## config.mk

```make
export PLATFORM = sky130hd
export DESIGN_NAME = mem_access_unit
export DESIGN_NICKNAME = d
export VERILOG_FILES = /design/src/rtl/mem_pkg.sv /design/src/rtl/mem_lane_align.sv /design/src/rtl/mem_access_unit.sv
export SDC_FILE = /design/constraint.sdc
export NUM_CORES = 1
export LEC_CHECK = 0
export BUFFER_PORTS_ARGS = -buffer_cell sky130_fd_sc_hd__clkbuf_2
export CORE_ASPECT_RATIO = 1.5
export CORE_UTILIZATION = 50
export CTS_CLUSTER_SIZE = 25
export DETAILED_ROUTE_END_ITERATION = 10
export PLACE_DENSITY = 0.83
export SETUP_SLACK_MARGIN = 0.2
export SLEW_MARGIN = 20
export SYNTH_ARGS = -nofsm -noshare
export SYNTH_HDL_FRONTEND = slang
export SYNTH_HIERARCHICAL = 1
export SYNTH_SLANG_ARGS = --single-unit
```

## constraint.sdc

```tcl
create_clock -name clk -period 4.7 [get_ports clk]
set_input_delay 0.235 -clock clk [delete_from_list [all_inputs] [get_ports clk]]
set_output_delay 0.235 -clock clk [all_outputs]
set_load 0.05 [all_outputs]
```

## src/rtl/mem_pkg.sv

```systemverilog
`default_nettype none
// ============================================================================
// Module   : mem_pkg
// Purpose  : Shared definitions for the MEM-stage access unit: load/store
//            codes (same encoding as the instruction decoder), FSM state
//            encoding, error codes, access-size encoding and decode helpers.
// Revision : 1.0 - initial release
// ============================================================================
package mem_pkg;

    // Load codes (MemRead)
    localparam logic [2:0] c_mr_none = 3'b000;
    localparam logic [2:0] c_mr_lb   = 3'b001;
    localparam logic [2:0] c_mr_lbu  = 3'b010;
    localparam logic [2:0] c_mr_lh   = 3'b011;
    localparam logic [2:0] c_mr_lhu  = 3'b100;
    localparam logic [2:0] c_mr_lw   = 3'b101;

    // Store codes (MemWr)
    localparam logic [1:0] c_mw_none = 2'b00;
    localparam logic [1:0] c_mw_sb   = 2'b01;
    localparam logic [1:0] c_mw_sh   = 2'b10;
    localparam logic [1:0] c_mw_sw   = 2'b11;

    // FSM state encoding
    localparam logic [1:0] c_st_idle = 2'd0;
    localparam logic [1:0] c_st_req  = 2'd1;
    localparam logic [1:0] c_st_done = 2'd2;

    // Error codes reported with done
    localparam logic [1:0] c_err_none     = 2'b00;
    localparam logic [1:0] c_err_misalign = 2'b01;
    localparam logic [1:0] c_err_timeout  = 2'b10;
    localparam logic [1:0] c_err_illegal  = 2'b11;

    // Access size
    typedef logic [1:0] mem_size_t;
    localparam mem_size_t c_sz_none = 2'd0;
    localparam mem_size_t c_sz_byte = 2'd1;
    localparam mem_size_t c_sz_half = 2'd2;
    localparam mem_size_t c_sz_word = 2'd3;

    // Both directions at once, or an unassigned load code.
    function automatic logic mem_illegal(input logic [2:0] mr, input logic [1:0] mw);
        return ((mr != c_mr_none) && (mw != c_mw_none)) || (mr > c_mr_lw);
    endfunction

    // Size is only meaningful for legal codes; illegal combinations are
    // screened out by mem_illegal before size matters.
    function automatic mem_size_t mem_size(input logic [2:0] mr, input logic [1:0] mw);
        mem_size_t s;
        s = c_sz_none;
        case (mr)
            c_mr_lb, c_mr_lbu: s = c_sz_byte;
            c_mr_lh, c_mr_lhu: s = c_sz_half;
            c_mr_lw:           s = c_sz_word;
            default:           s = c_sz_none;
        endcase
        case (mw)
            c_mw_sb: s = c_sz_byte;
            c_mw_sh: s = c_sz_half;
            c_mw_sw: s = c_sz_word;
            default: ;
        endcase
        return s;
    endfunction

endpackage
`default_nettype wire

```

## src/rtl/mem_lane_align.sv

```systemverilog
`default_nettype none
// ============================================================================
// Module   : mem_lane_align
// Purpose  : Combinational byte-lane logic: lane enables, store-data lane
//            replication, alignment check and load-data extraction/extension.
// Ports    : i_mem_read/i_mem_wr - access codes
//            i_addr_lo           - byte offset within the word
//            i_wdata             - right-justified store data
//            i_rdata             - bus read word
//            o_be, o_wdata       - lane enables / replicated store data
//            o_misaligned        - access crosses its natural alignment
//            o_rdata_ext         - extended load result
// Revision : 1.0 - initial release
// ============================================================================
module mem_lane_align
    import mem_pkg::*;
(
    input  logic [2:0]  i_mem_read,
    input  logic [1:0]  i_mem_wr,
    input  logic [1:0]  i_addr_lo,
    input  logic [31:0] i_wdata,
    input  logic [31:0] i_rdata,
    output logic [3:0]  o_be,
    output logic [31:0] o_wdata,
    output logic        o_misaligned,
    output logic [31:0] o_rdata_ext
);

    mem_size_t   w_size;
    logic [7:0]  w_byte;
    logic [15:0] w_half;

    always_comb begin
        w_size       = mem_size(i_mem_read, i_mem_wr);
        o_be         = 4'b0000;
        o_wdata      = 32'd0;
        o_misaligned = 1'b0;
        case (w_size)
            c_sz_byte: begin
                o_be    = 4'b0001 << i_addr_lo;
                o_wdata = {4{i_wdata[7:0]}};
            end
            c_sz_half: begin
                o_be         = i_addr_lo[1] ? 4'b1100 : 4'b0011;
                o_wdata      = {2{i_wdata[15:0]}};
                o_misaligned = i_addr_lo[0];
            end
            c_sz_word: begin
                o_be         = 4'b1111;
                o_wdata      = i_wdata;
                o_misaligned = |i_addr_lo;
            end
            default: ;
        endcase
    end

    always_comb begin
        case (i_addr_lo)
            2'd0:    w_byte = i_rdata[7:0];
            2'd1:    w_byte = i_rdata[15:8];
            2'd2:    w_byte = i_rdata[23:16];
            default: w_byte = i_rdata[31:24];
        endcase
        w_half = i_addr_lo[1] ? i_rdata[31:16] : i_rdata[15:0];
        case (i_mem_read)
            c_mr_lb:  o_rdata_ext = {{24{w_byte[7]}}, w_byte};
            c_mr_lbu: o_rdata_ext = {24'd0, w_byte};
            c_mr_lh:  o_rdata_ext = {{16{w_half[15]}}, w_half};
            c_mr_lhu: o_rdata_ext = {16'd0, w_half};
            c_mr_lw:  o_rdata_ext = i_rdata;
            default:  o_rdata_ext = 32'd0;
        endcase
    end

endmodule
`default_nettype wire

```

## src/rtl/mem_access_unit.sv

```systemverilog
`default_nettype none
// ============================================================================
// Module   : mem_access_unit
// Purpose  : MEM-stage load/store sequencer. Accepts one access in IDLE,
//            runs a single bus cycle with timeout, and reports completion
//            with a one-cycle done pulse, error qualification and load data.
// Ports    : clk, rst (async, active-high)
//            op_valid, MemRead, MemWr, addr, wdata - pipeline request
//            busy, done, rdata, err, err_code      - pipeline response
//            bus_req/we/addr/be/wdata, bus_rdata, bus_ack - memory bus
// Revision : 1.0 - initial release
// ============================================================================
module mem_access_unit
    import mem_pkg::*;
#(
    parameter int TIMEOUT = 255
)(
    input  logic        clk,
    input  logic        rst,
    input  logic        op_valid,
    input  logic [2:0]  MemRead,
    input  logic [1:0]  MemWr,
    input  logic [31:0] addr,
    input  logic [31:0] wdata,
    output logic        busy,
    output logic        done,
    output logic [31:0] rdata,
    output logic        err,
    output logic [1:0]  err_code,
    output logic        bus_req,
    output logic        bus_we,
    output logic [31:0] bus_addr,
    output logic [3:0]  bus_be,
    output logic [31:0] bus_wdata,
    input  logic [31:0] bus_rdata,
    input  logic        bus_ack
);

    localparam logic [7:0] c_timeout = 8'(TIMEOUT);

    logic [1:0]  r_state;
    logic [7:0]  r_cnt;
    logic [2:0]  r_mr;
    logic [1:0]  r_mw;
    logic [31:0] r_addr;
    logic [31:0] r_wdata;
    logic [31:0] r_rdata;
    logic        r_err;
    logic [1:0]  r_err_code;

    logic        w_idle;
    logic        w_req;
    logic        w_store;
    logic [2:0]  w_sel_mr;
    logic [1:0]  w_sel_mw;
    logic [31:0] w_sel_addr;
    logic [31:0] w_sel_wdata;
    logic [3:0]  w_be;
    logic [31:0] w_wrep;
    logic        w_misaligned;
    logic [31:0] w_ext;
    logic        w_accept;
    logic        w_illegal;

    assign w_idle  = (r_state == c_st_idle);
    assign w_req   = (r_state == c_st_req);
    assign w_store = (r_mw != c_mw_none);

    // In IDLE the lane logic looks at the live request so alignment can be
    // judged at the accept edge; afterwards it works from the latched copy.
    assign w_sel_mr    = w_idle ? MemRead : r_mr;
    assign w_sel_mw    = w_idle ? MemWr   : r_mw;
    assign w_sel_addr  = w_idle ? addr    : r_addr;
    assign w_sel_wdata = w_idle ? wdata   : r_wdata;

    mem_lane_align u_align (
        .i_mem_read   (w_sel_mr),
        .i_mem_wr     (w_sel_mw),
        .i_addr_lo    (w_sel_addr[1:0]),
        .i_wdata      (w_sel_wdata),
        .i_rdata      (bus_rdata),
        .o_be         (w_be),
        .o_wdata      (w_wrep),
        .o_misaligned (w_misaligned),
        .o_rdata_ext  (w_ext)
    );

    assign w_accept  = op_valid && ((MemRead != c_mr_none) || (MemWr != c_mw_none));
    assign w_illegal = mem_illegal(MemRead, MemWr);

    always_ff @(posedge clk or posedge rst) begin
        if (rst) begin
            r_state    <= c_st_idle;
            r_cnt      <= 8'd0;
            r_mr       <= c_mr_none;
            r_mw       <= c_mw_none;
            r_addr     <= 32'd0;
            r_wdata    <= 32'd0;
            r_rdata    <= 32'd0;
            r_err      <= 1'b0;
            r_err_code <= c_err_none;
        end else begin
            case (r_state)
                c_st_idle: begin
                    if (w_accept) begin
                        r_mr    <= MemRead;
                        r_mw    <= MemWr;
                        r_addr  <= addr;
                        r_wdata <= wdata;
                        r_cnt   <= 8'd0;
                        if (w_illegal) begin
                            r_state    <= c_st_done;
                            r_err      <= 1'b1;
                            r_err_code <= c_err_illegal;
                            r_rdata    <= 32'd0;
                        end else if (w_misaligned) begin
                            r_state    <= c_st_done;
                            r_err      <= 1'b1;
                            r_err_code <= c_err_misalign;
                            r_rdata    <= 32'd0;
                        end else begin
                            r_state <= c_st_req;
                        end
                    end
                end
                c_st_req: begin
                    // Ack is tested first so an ack on the last allowed
                    // cycle completes the access successfully.
                    if (bus_ack) begin
                        r_state    <= c_st_done;
                        r_err      <= 1'b0;
                        r_err_code <= c_err_none;
                        r_rdata    <= w_store ? 32'd0 : w_ext;
                    end else if ((r_cnt + 8'd1) == c_timeout) begin
                        r_state    <= c_st_done;
                        r_err      <= 1'b1;
                        r_err_code <= c_err_timeout;
                        r_rdata    <= 32'd0;
                    end else begin
                        r_cnt <= r_cnt + 8'd1;
                    end
                end
                c_st_done: begin
                    r_state    <= c_st_idle;
                    r_err      <= 1'b0;
                    r_err_code <= c_err_none;
                end
                default: begin
                    r_state <= c_st_idle;
                end
            endcase
        end
    end

    // Error flags are only ever set while in DONE, so they stay zero
    // outside the done pulse.
    assign busy     = !w_idle;
    assign done     = (r_state == c_st_done);
    assign err      = r_err;
    assign err_code = r_err_code;
    assign rdata    = r_rdata;

    // Bus outputs are driven only during REQ and rest at zero otherwise.
    assign bus_req   = w_req;
    assign bus_we    = w_req && w_store;
    assign bus_addr  = w_req ? {r_addr[31:2], 2'b00} : 32'd0;
    assign bus_be    = w_req ? w_be : 4'b0000;
    assign bus_wdata = (w_req && w_store) ? w_wrep : 32'd0;

endmodule
`default_nettype wire

```

[Word level (Yosys, flattened, before mapping)]
Index checks and enable logic that the tools add are counted.
Word-level totals
  bits in registers: 114
  latch bits: 0
  bits in writable memories: 0
  bits in read-only memories: 0
  input bits: 105
  word-level logic and storage cells: 98
  memories: 0
Operators by class
  add/sub/neg operators: 1
  multipliers: 0
  div/mod/pow operators: 0
  $lt $le $gt $ge: 1
  equality and inequality tests: 21
  shift operators: 1
  multiplexer cells: 44
  bitwise logic cells: 0
  reduce and logical (&&, ||, !) cells: 21
Operators with widths (number)
  $mux 32: 9
  $pmux 32 s5: 1
  $pmux 32 s3: 1
  $pmux 32 s2: 1
  $mux 8: 3
  $pmux 8 s3: 1
  $mux 2: 11
  $pmux 2 s3: 3
  $mux 16: 1
  $pmux 8 s2: 1
  $eq 2x2->1 const B: 6
  $pmux 4 s3: 1
  $reduce_and 4->1: 3
  $add 8x1->8 const B: 1
  $eq 2x1->1 const B: 4
  $eq 8x8->1 const B: 1
  $mux 4: 2
  $eq 3x2->1 const B: 2
  $eq 3x3->1 const B: 2
  $reduce_bool 2->1: 3
  $reduce_bool 3->1: 2
  $reduce_or 2->1: 3
  $mux 1: 5
  $logic_not 2->1: 2
  15 further kinds: 20

[Longest topological paths before layout]
Gate-level depths: netlist of run 1.
  word-level depth: 12
  mapped depth: 15

[By module]
Netlist of run 1, hierarchy kept.
Modules (own cells, without submodules)
  mem_access_unit: times used 1, cells each 448, area an instance 5670.4 sq um, seq. area each 2852.7 sq um
  mem_lane_align: times used 1, cells each 209, area an instance 1423.9 sq um, seq. area each 0.0 sq um

[Worst setup path before layout of run 1]
Ideal clock, no wire load.
  kind: reg-to-reg
  start: register r_state[0]
  end: register r_err (netlist: err)
  arrival time: 3.316 ns
  required time: 4.581 ns
  slack: 1.265 ns
  stages on the path, launching flop included: 15
  buffers on the path: 4
  path through: dfrtp_1 -> inv_1 -> ha_1 -> buf_2 -> buf_1 -> mux2_2 -> buf_4 -> and3b_4 -> o31ai_4 -> buf_6 -> a21oi_1 -> a21oi_2 -> o21a_1 -> or4b_2 -> o21a_1
Between the ends
  word-level cells in the longest chain between the ends: 10
  elaborated cells between the ends (all ways): 28
  classes of those cells: 15 x eq/ne; 7 x mux; 6 x reduce/logical
RTL lines
  start, declared: RTL line mem_access_unit.sv:41  | logic [1:0] r_state;
  start signal, assigned: RTL line mem_access_unit.sv:93  | r_state <= c_st_idle;
  start signal, assigned: RTL line mem_access_unit.sv:112  | r_state <= c_st_done;
  start signal, assigned: RTL line mem_access_unit.sv:117  | r_state <= c_st_done;
  $logic_not 2->1 (*): RTL line mem_access_unit.sv:65  | assign w_idle = (r_state == c_st_idle);
  $mux 3 (*): RTL line mem_access_unit.sv:71  | assign w_sel_mr = w_idle ? MemRead : r_mr;
  named net w_sel_mr[2]: RTL line mem_access_unit.sv:54  | logic [2:0] w_sel_mr;
  $eq 3x2->1, or another cell as far along: RTL line mem_pkg.sv:53  | case (mr)
  $reduce_or 2->1: RTL line mem_pkg.sv:53
  $pmux 2 s3 (*): RTL line mem_pkg.sv:53
  $pmux 2 s3 (*): RTL line mem_pkg.sv:59  | case (mw)
  $eq 2x2->1: RTL line mem_lane_align.sv:38  | case (w_size)
  $pmux 1 s2 (*): RTL line mem_lane_align.sv:38
  named net w_misaligned: RTL line mem_access_unit.sv:60  | logic w_misaligned;
  $ne 3x1->1 (no source line) (*)
  $reduce_and 4->1 (no source line) (*)
  end signal, assigned: RTL line mem_access_unit.sv:100  | r_err <= 1'b0;
  end signal, assigned: RTL line mem_access_unit.sv:113  | r_err <= 1'b1;
  end signal, assigned: RTL line mem_access_unit.sv:118  | r_err <= 1'b1;
  end, declared: RTL line mem_access_unit.sv:48  | logic r_err;
The timed path passes the listed nets; every way through them passes the cells marked *.
A chain may end at the register's enable or synchronous reset.

[Worst setup path in the final report of run 1]
  start: register r_state[0]
  end: output bus_wdata[28]
Between the ends
  word-level cells in the longest chain between the ends: 9
  elaborated cells between the ends (all ways): 23
  classes of those cells: 12 x eq/ne; 7 x mux; 4 x reduce/logical
RTL lines
  $logic_not 2->1 (*): RTL line mem_access_unit.sv:65
  $mux 3 (*): RTL line mem_access_unit.sv:71
  named net w_sel_mr[0]: RTL line mem_access_unit.sv:54
  $eq 3x2->1, or another cell as far along: RTL line mem_pkg.sv:53
  $reduce_or 2->1: RTL line mem_pkg.sv:53
  $pmux 2 s3 (*): RTL line mem_pkg.sv:53
  $pmux 2 s3 (*): RTL line mem_pkg.sv:59
  $eq 2x2->1 / $eq 2x1->1 (equally long branches): RTL line mem_lane_align.sv:38
  $pmux 32 s3 (*): RTL line mem_lane_align.sv:38
  named net w_wrep[28]: RTL line mem_access_unit.sv:59  | logic [31:0] w_wrep;
  $mux 32 (*): RTL line mem_access_unit.sv:168  | assign bus_wdata = (w_req && w_store) ? w_wrep : 32'd0;
  end, declared: RTL line mem_access_unit.sv:34  | output logic [31:0] bus_wdata,
Marked as above.

==> run summary, run 1 <==
clock latency at the later pin of the worst-skew pair = 0.41 ns
vias in the first global route = 5991
Synth Area in Adders = 0.0120
CTS root buf = clkbuf_16
switch share = 0.424
kind of critical path = flop to primary output
row count = 53
fraction of layout cells with a size suffix above 1 = 0.443
Ports = 212
Comb pwr share = 0.532
cts bufs inserted = 17
largest area contributor in the netlist = dfrtp_1
Vias/cell = 5.97
Final Hold Fails = 77
worst path bufs/invs = 4
fin crit period = 4.00 ns
Max IR drop VDD = 0.350 mV
top cell type's share of synthesized area = 0.402
Routed wire per std cell = 18.6 um
Die Y = 148 um
largest delay contributor family on the critical path = compound AO/OA/AOI/OAI gates
Worst path slowest cell = a21oi_1
clock share of power = 0.218
CP Launch Type = flop
Pint = 0.00345 W
PostCTS Resize Cnt = 0
CTS tree = built
status = finished, violations left
CTS max path bufs = 2
WP data required = 4.47 ns
Synth Cell Area = 7090 um2
Setup crit end kind = primary output
Switching Power = 0.00254 W
H-tree depth = 4
Die Area = 14700 um2
Layout Utilization = 0.626
most used flip-flop cell after synthesis = dfrtp_1
Post-Synth XOR/XNOR Area = 0
Worst Path Arrival = 3.77 ns
total number of vias = 6115
Die W = 99.3 um
number of flops mapped to enable cells by yosys = 0
GRT overflow = 0
nets = 957
Mapped Cells = 657
Min Hold Slack = -0.0669 ns
multi-input logic area = 3880 um2
Total GRT Usage = 0.264
GPL Wtd Cong = 0.852
Syn Area/Cell = 10.8 um2
Simple-Gate Fraction of Synth Area = 0.130
leakage power total = 4.15 nW
WL final = 19.0 mm
Max transition margin = 0.374
PnR Total Power = 0.00599 W
synth unique cells = 60
f_max = 0.250 GHz
most frequent CP cell = buf_4
max cap viols = 0
sequential fraction of the synthesis area = 0.402
number of I/O port buffers = 209
final setup fails = 0
core area = 13900 um2
CTS clk-pin slew, worst paths = 0.05 ns
TNS Setup = 0 ns
Worst-Margin Slew = 0.939 ns
HP Class = input port to async pin
Detail Route Antenna Nets = 0
DRT Pass-1 Iters = 8
Sink Count = 114
max-slew violations = 0
Compound-Gate Fraction of Synth Area = 0.185
total setup buffers inserted after CTS = 0
dominant combinational cell family by area after synthesis = multiplexers
Yosys reg bits = 114
largest net degree at the start of global routing = 79
YS warnings = 6
register area = 2850 um2
ys async rst share = 1.00
first-pass GRT wire length = 30.2 mm
Power per Cell Area = 687 nW/um2
mux contribution to synthesized area = 0.219
failing checks = design-rule violations, negative hold slack
CP Max Fanout = 26
Starting Density = 0.509
initial antenna violation count = 1
Remaining DRCs = 2
RSZ-0062 raised after global routing = false
hold_buf cts = 0
HPWL after DPL = 13.6 mm
Area growth syn-to-layout = 22.8%
Filler cells = 1191
final worst-path cycle share = 0.852
sequential power share = 0.250
critical-path cell list = inv_1, ha_2, buf_4, mux2_2, nand2b_1, buf_4, o21ai_1, a21oi_1, o2bb2ai_1, and2_1, clkbuf_2
Clock Skews = 0.0108 ns
initial DRC count = 403
synth top area cells = dfrtp_1, mux2_2, a22o_1, and2_1, mux2i_1
slowest stage delay, CP = 0.64 ns
stage by stage:
| stage | cells | hold WS, ns | worst slack [ns] | instance area, um2 |
|---|---|---|---|---|
| 5_1_grt | 1024 | 0.0273 | 0.492 | 8710 |
| 6_report | 1024 | -0.0669 | 0.696 | 8710 |
| 3_5_place_dp | 992 | 0.470 | 1.03 | 8110 |
| 2_1_floorplan | 658 | 0.367 | 1.27 | 7100 |
| 3_3_place_gp | 992 | 0.468 | 1.16 | 8110 |
| 4_1_cts | 1023 | 0.0392 | 0.697 | 8710 |
state kept, by name, indices dropped and copies added (netlist names):
register	flops
err_code	2
rdata	32
r_addr	32
r_mr	3
r_state	2
err	1
r_mw	2
r_wdata	32
r_cnt	8
worst paths after layout:
path / start / to / slack (ns) / depth (start not counted)
setup reg to reg: r_state[0] / rdata[29] / 1.00 / 14
min in group clk: addr[31] / r_addr[31] / 0.05 / 2
setup / recovery: r_state[0] / bus_wdata[28] / 0.70 / 11
max in group asynchronous: rst / r_mr[1] / 3.75 / 3
hold / removal: rst / r_cnt[2] / -0.07 / 2
hold reg to reg: r_addr[0] / r_addr[0] / 0.49 / 1
Yosys cell counts, types with 2 or more instances:
cell         n
buf_4       11
nand4b_1     2
a31oi_1      2
mux2_2     104
o21ai_0     26
nor2_1      11
o31ai_4      2
o21ai_1      7
ha_1         6
nand2b_1    10
nand3_1      5
inv_1       12
buf_6       10
buf_1        4
clkbuf_1    12
nand2_1     27
nor2b_1     15
o21a_1       6
dfrtp_1    114
nor3_1       3
mux2i_1     30
o22ai_1      8
buf_2       13
a22oi_1      2
o2bb2ai_1   10
or3_1        2
o221ai_1     7
a21oi_2      6
nand4_1      3
a21oi_1     35
mux2_1       5
a22o_1      50
and2_1      68
o31ai_1      3
layout make-up:
| cell class | count | share of cell area |
|---|---|---|
| multi-input cells | 482 | 0.446 |
| flip-flops and latches | 114 | 0.327 |
| repair buffers | 219 | 0.129 |
| clock buffers | 20 | 0.0536 |
| well taps | 165 | 0.0237 |
| clock inverters | 11 | 0.0149 |
| inverters | 12 | 0.00574 |
| diodes | 1 | 0.000287 |
layer usage:
layer	vias to the layer above	global-route usage	wire length [um]	share of wire
met4	0	0.162	969	0.051
met5	-	0	0	0
met3	67	0.0511	1280	0.067
met2	294	0.443	9670	0.51
li1	2777	-	-	-
met1	2977	0.309	7110	0.37
cells by family (layout without fill, tap and decap cells):
kind of cell / count (synthesis) / in the layout
simple gates: 157 / 157
buf+inv: 62 / 262
flops: 114 / 114
mux: 140 / 140
fa+ha+maj: 7 / 7
compound gates: 176 / 176
other cells: 1 / 3
power by group through the flow:
stage	combinational [W]	sequential, W	clock (W)
finish	0.00319	0.00150	0.00130
global route	0.00340	0.00154	0.00136
CTS	0.00315	0.00150	0.00132
detailed placement	0.00313	0.00151	0
global placement	0.00308	0.00149	0
floorplan	0.00249	0.00158	0
cell usage in the layout, fill, tap and decap left out, types with 4 or more instances in the layout:
cell | synthesis | final
inv_1 | 12 | 11
nand2_1 | 27 | 27
a21oi_2 | 6 | 6
ha_1 | 6 | 5
a21oi_1 | 35 | 35
o21a_1 | 6 | 6
clkinvlp_4 | 0 | 4
o221ai_1 | 7 | 7
clkbuf_16 | 0 | 17
mux2i_1 | 30 | 30
o21ai_0 | 26 | 26
and2_1 | 68 | 68
nor2_1 | 11 | 11
o21ai_1 | 7 | 7
a22o_1 | 50 | 50
dfrtp_1 | 114 | 114
mux2_2 | 104 | 104
mux2_1 | 5 | 5
nor2b_1 | 15 | 15
clkbuf_2 | 0 | 209
nand3_1 | 5 | 5
o22ai_1 | 8 | 8
nand2b_1 | 10 | 10
o2bb2ai_1 | 10 | 10
buf_4 | 11 | 10
No activity file was read; power rests on OpenSTA's default activity.
==> inputs of run 2 (changes only) <==
- CAP_MARGIN: unset -> 20
- CORE_UTILIZATION: 50 -> 53
- PLACE_DENSITY: 0.83 -> 0.87
==> run summary, run 2 (same netlist as run 1, synthesis figures left out) <==
met1 wire length = 7.42 mm
Worst Path Arrival = 3.69 ns
nets = 955
cts bufs inserted = 17
PostCTS Resize Cnt = 0
max-slew violations = 0
kind of critical path = flop to primary output
GRT overflow = 0
WP data required = 4.47 ns
Worst-Margin Slew = 1.01 ns
CP Max Fanout = 37
Worst path slowest cell = mux2_2
Remaining DRCs = 0
HPWL after DPL = 13.6 mm
Routed wire per std cell = 19.0 um
number of I/O port buffers = 209
register area = 2850 um2
Die W = 96.5 um
Ports = 212
Clock Skews = 0.0139 ns
Layout Cells excl Fill = 1014
CTS tree = built
Die Y = 144 um
TNS Setup = 0 ns
# placed instances = 984
first-pass GRT wire length = 29.5 mm
final worst-path cycle share = 0.836
total setup buffers inserted after CTS = 0
critical-path cell list = inv_1, ha_2, mux2_2, and3b_4, o31ai_4, mux2i_1, o2bb2ai_1, and2_1, clkbuf_2
core area = 13000 um2
initial antenna violation count = 0
Filler cells = 1049
highest routed layer = met4
CTS max path bufs = 2
largest net degree at the start of global routing = 66
row count = 51
DRT Pass-1 Iters = 5
Detail Route Antenna Nets = 0
max cap viols = 0
Power per Cell Area = 699 nW/um2
fraction of layout cells with a size suffix above 1 = 0.440
final setup fails = 0
most frequent cells in the layout = clkbuf_2, dfrtp_1, mux2_2
Die Area = 13900 um2
Vias/cell = 5.99
vias in the first global route = 5965
Max IR drop VDD = 0.405 mV
CTS root buf = clkbuf_16
leakage power total = 4.17 nW
met3 WL = 1.46 mm
multi-input logic area = 3880 um2
clock latency at the later pin of the worst-skew pair = 0.41 ns
Min Hold Slack = -0.0406 ns
Sink Count = 114
diode count = 0
Setup crit end kind = primary output
failing checks = negative hold slack
slowest stage delay, CP = 0.71 ns
met2 WL = 9.59 mm
total number of vias = 6078
initial DRC count = 451
RSZ-0062 raised after global routing = false
CTS clk-pin slew, worst paths = 0.05 ns
Final Hold Fails = 31
CP Launch Type = flop
Area growth syn-to-layout = 23.0%
most common cell after layout, fill and taps aside = clkbuf_2
Max transition margin = 0.327
status = finished, violations left
Total GRT Usage = 0.280
Starting Density = 0.545
hold_buf cts = 0
WL final = 19.2 mm
HP Class = input port to async pin
f_max = 0.254 GHz
GPL Wtd Cong = 0.864
fin crit period = 3.93 ns
H-tree depth = 4
==> run 2: routing by layer <==
layer  vias up  track usage
met5         -            0
met4         0        0.142
met3        58       0.0725
met2       311        0.457
met1      2939        0.336
li1       2770            -
==> run 2: critical path: cells and delay by family, from the launching register on <==
kind            cells  cell delay, ns
buf+inv             2            0.41
simple gates        2            0.50
fa+ha+maj           1            0.35
flops               1            0.40
compound gates      2            0.74
mux                 2            0.87
==> run 2: final cells by class <==
cell class,instances,share of cell area
clock inverters,10,0.0209
clock buffers,20,0.0523
inverters,12,0.00545
flip-flops and latches,114,0.327
well taps,159,0.0228
multi-input cells,482,0.445
repair buffers,217,0.127
==> run 2: metrics by stage <==
step / power [W] / cell area [um2] / setup WS, ns / util / hold slack, ns
global route: 0.00640 / 8730 / 0.581 / 0.670 / 0.0422
finish: 0.00610 / 8730 / 0.770 / 0.670 / -0.0406
global placement: 0.00453 / 8090 / 1.15 / 0.621 / 0.430
detailed placement: 0.00463 / 8090 / 1.01 / 0.621 / 0.427
floorplan: 0.00407 / 7100 / 1.27 / - / 0.367
CTS: 0.00606 / 8730 / 0.813 / 0.670 / 0.00252
==> run 2: path summary, 6_finish.rpt <==
path                             from       endpoint  slack, ns  cells past startpoint
max in group asynchronous         rst     r_wdata[1]       3.63                      3
setup reg to reg           r_state[0]       rdata[9]       0.97                     11
hold reg to reg             r_addr[0]      r_addr[0]       0.49                      1
min in group clk             addr[19]     r_addr[19]       0.06                      2
setup / recovery           r_state[0]  bus_wdata[30]       0.77                      9
hold / removal                    rst       r_cnt[3]      -0.04                      2
==> run 2: report_power, final <==
group | switching, W | leakage, nW | internal [W]
clock network | 0.000447 | 0.304 | 0.000960
registers | 0.000173 | 1.43 | 0.00133
logic | 0.00190 | 2.43 | 0.00128
total | 0.00252 | 4.17 | 0.00358
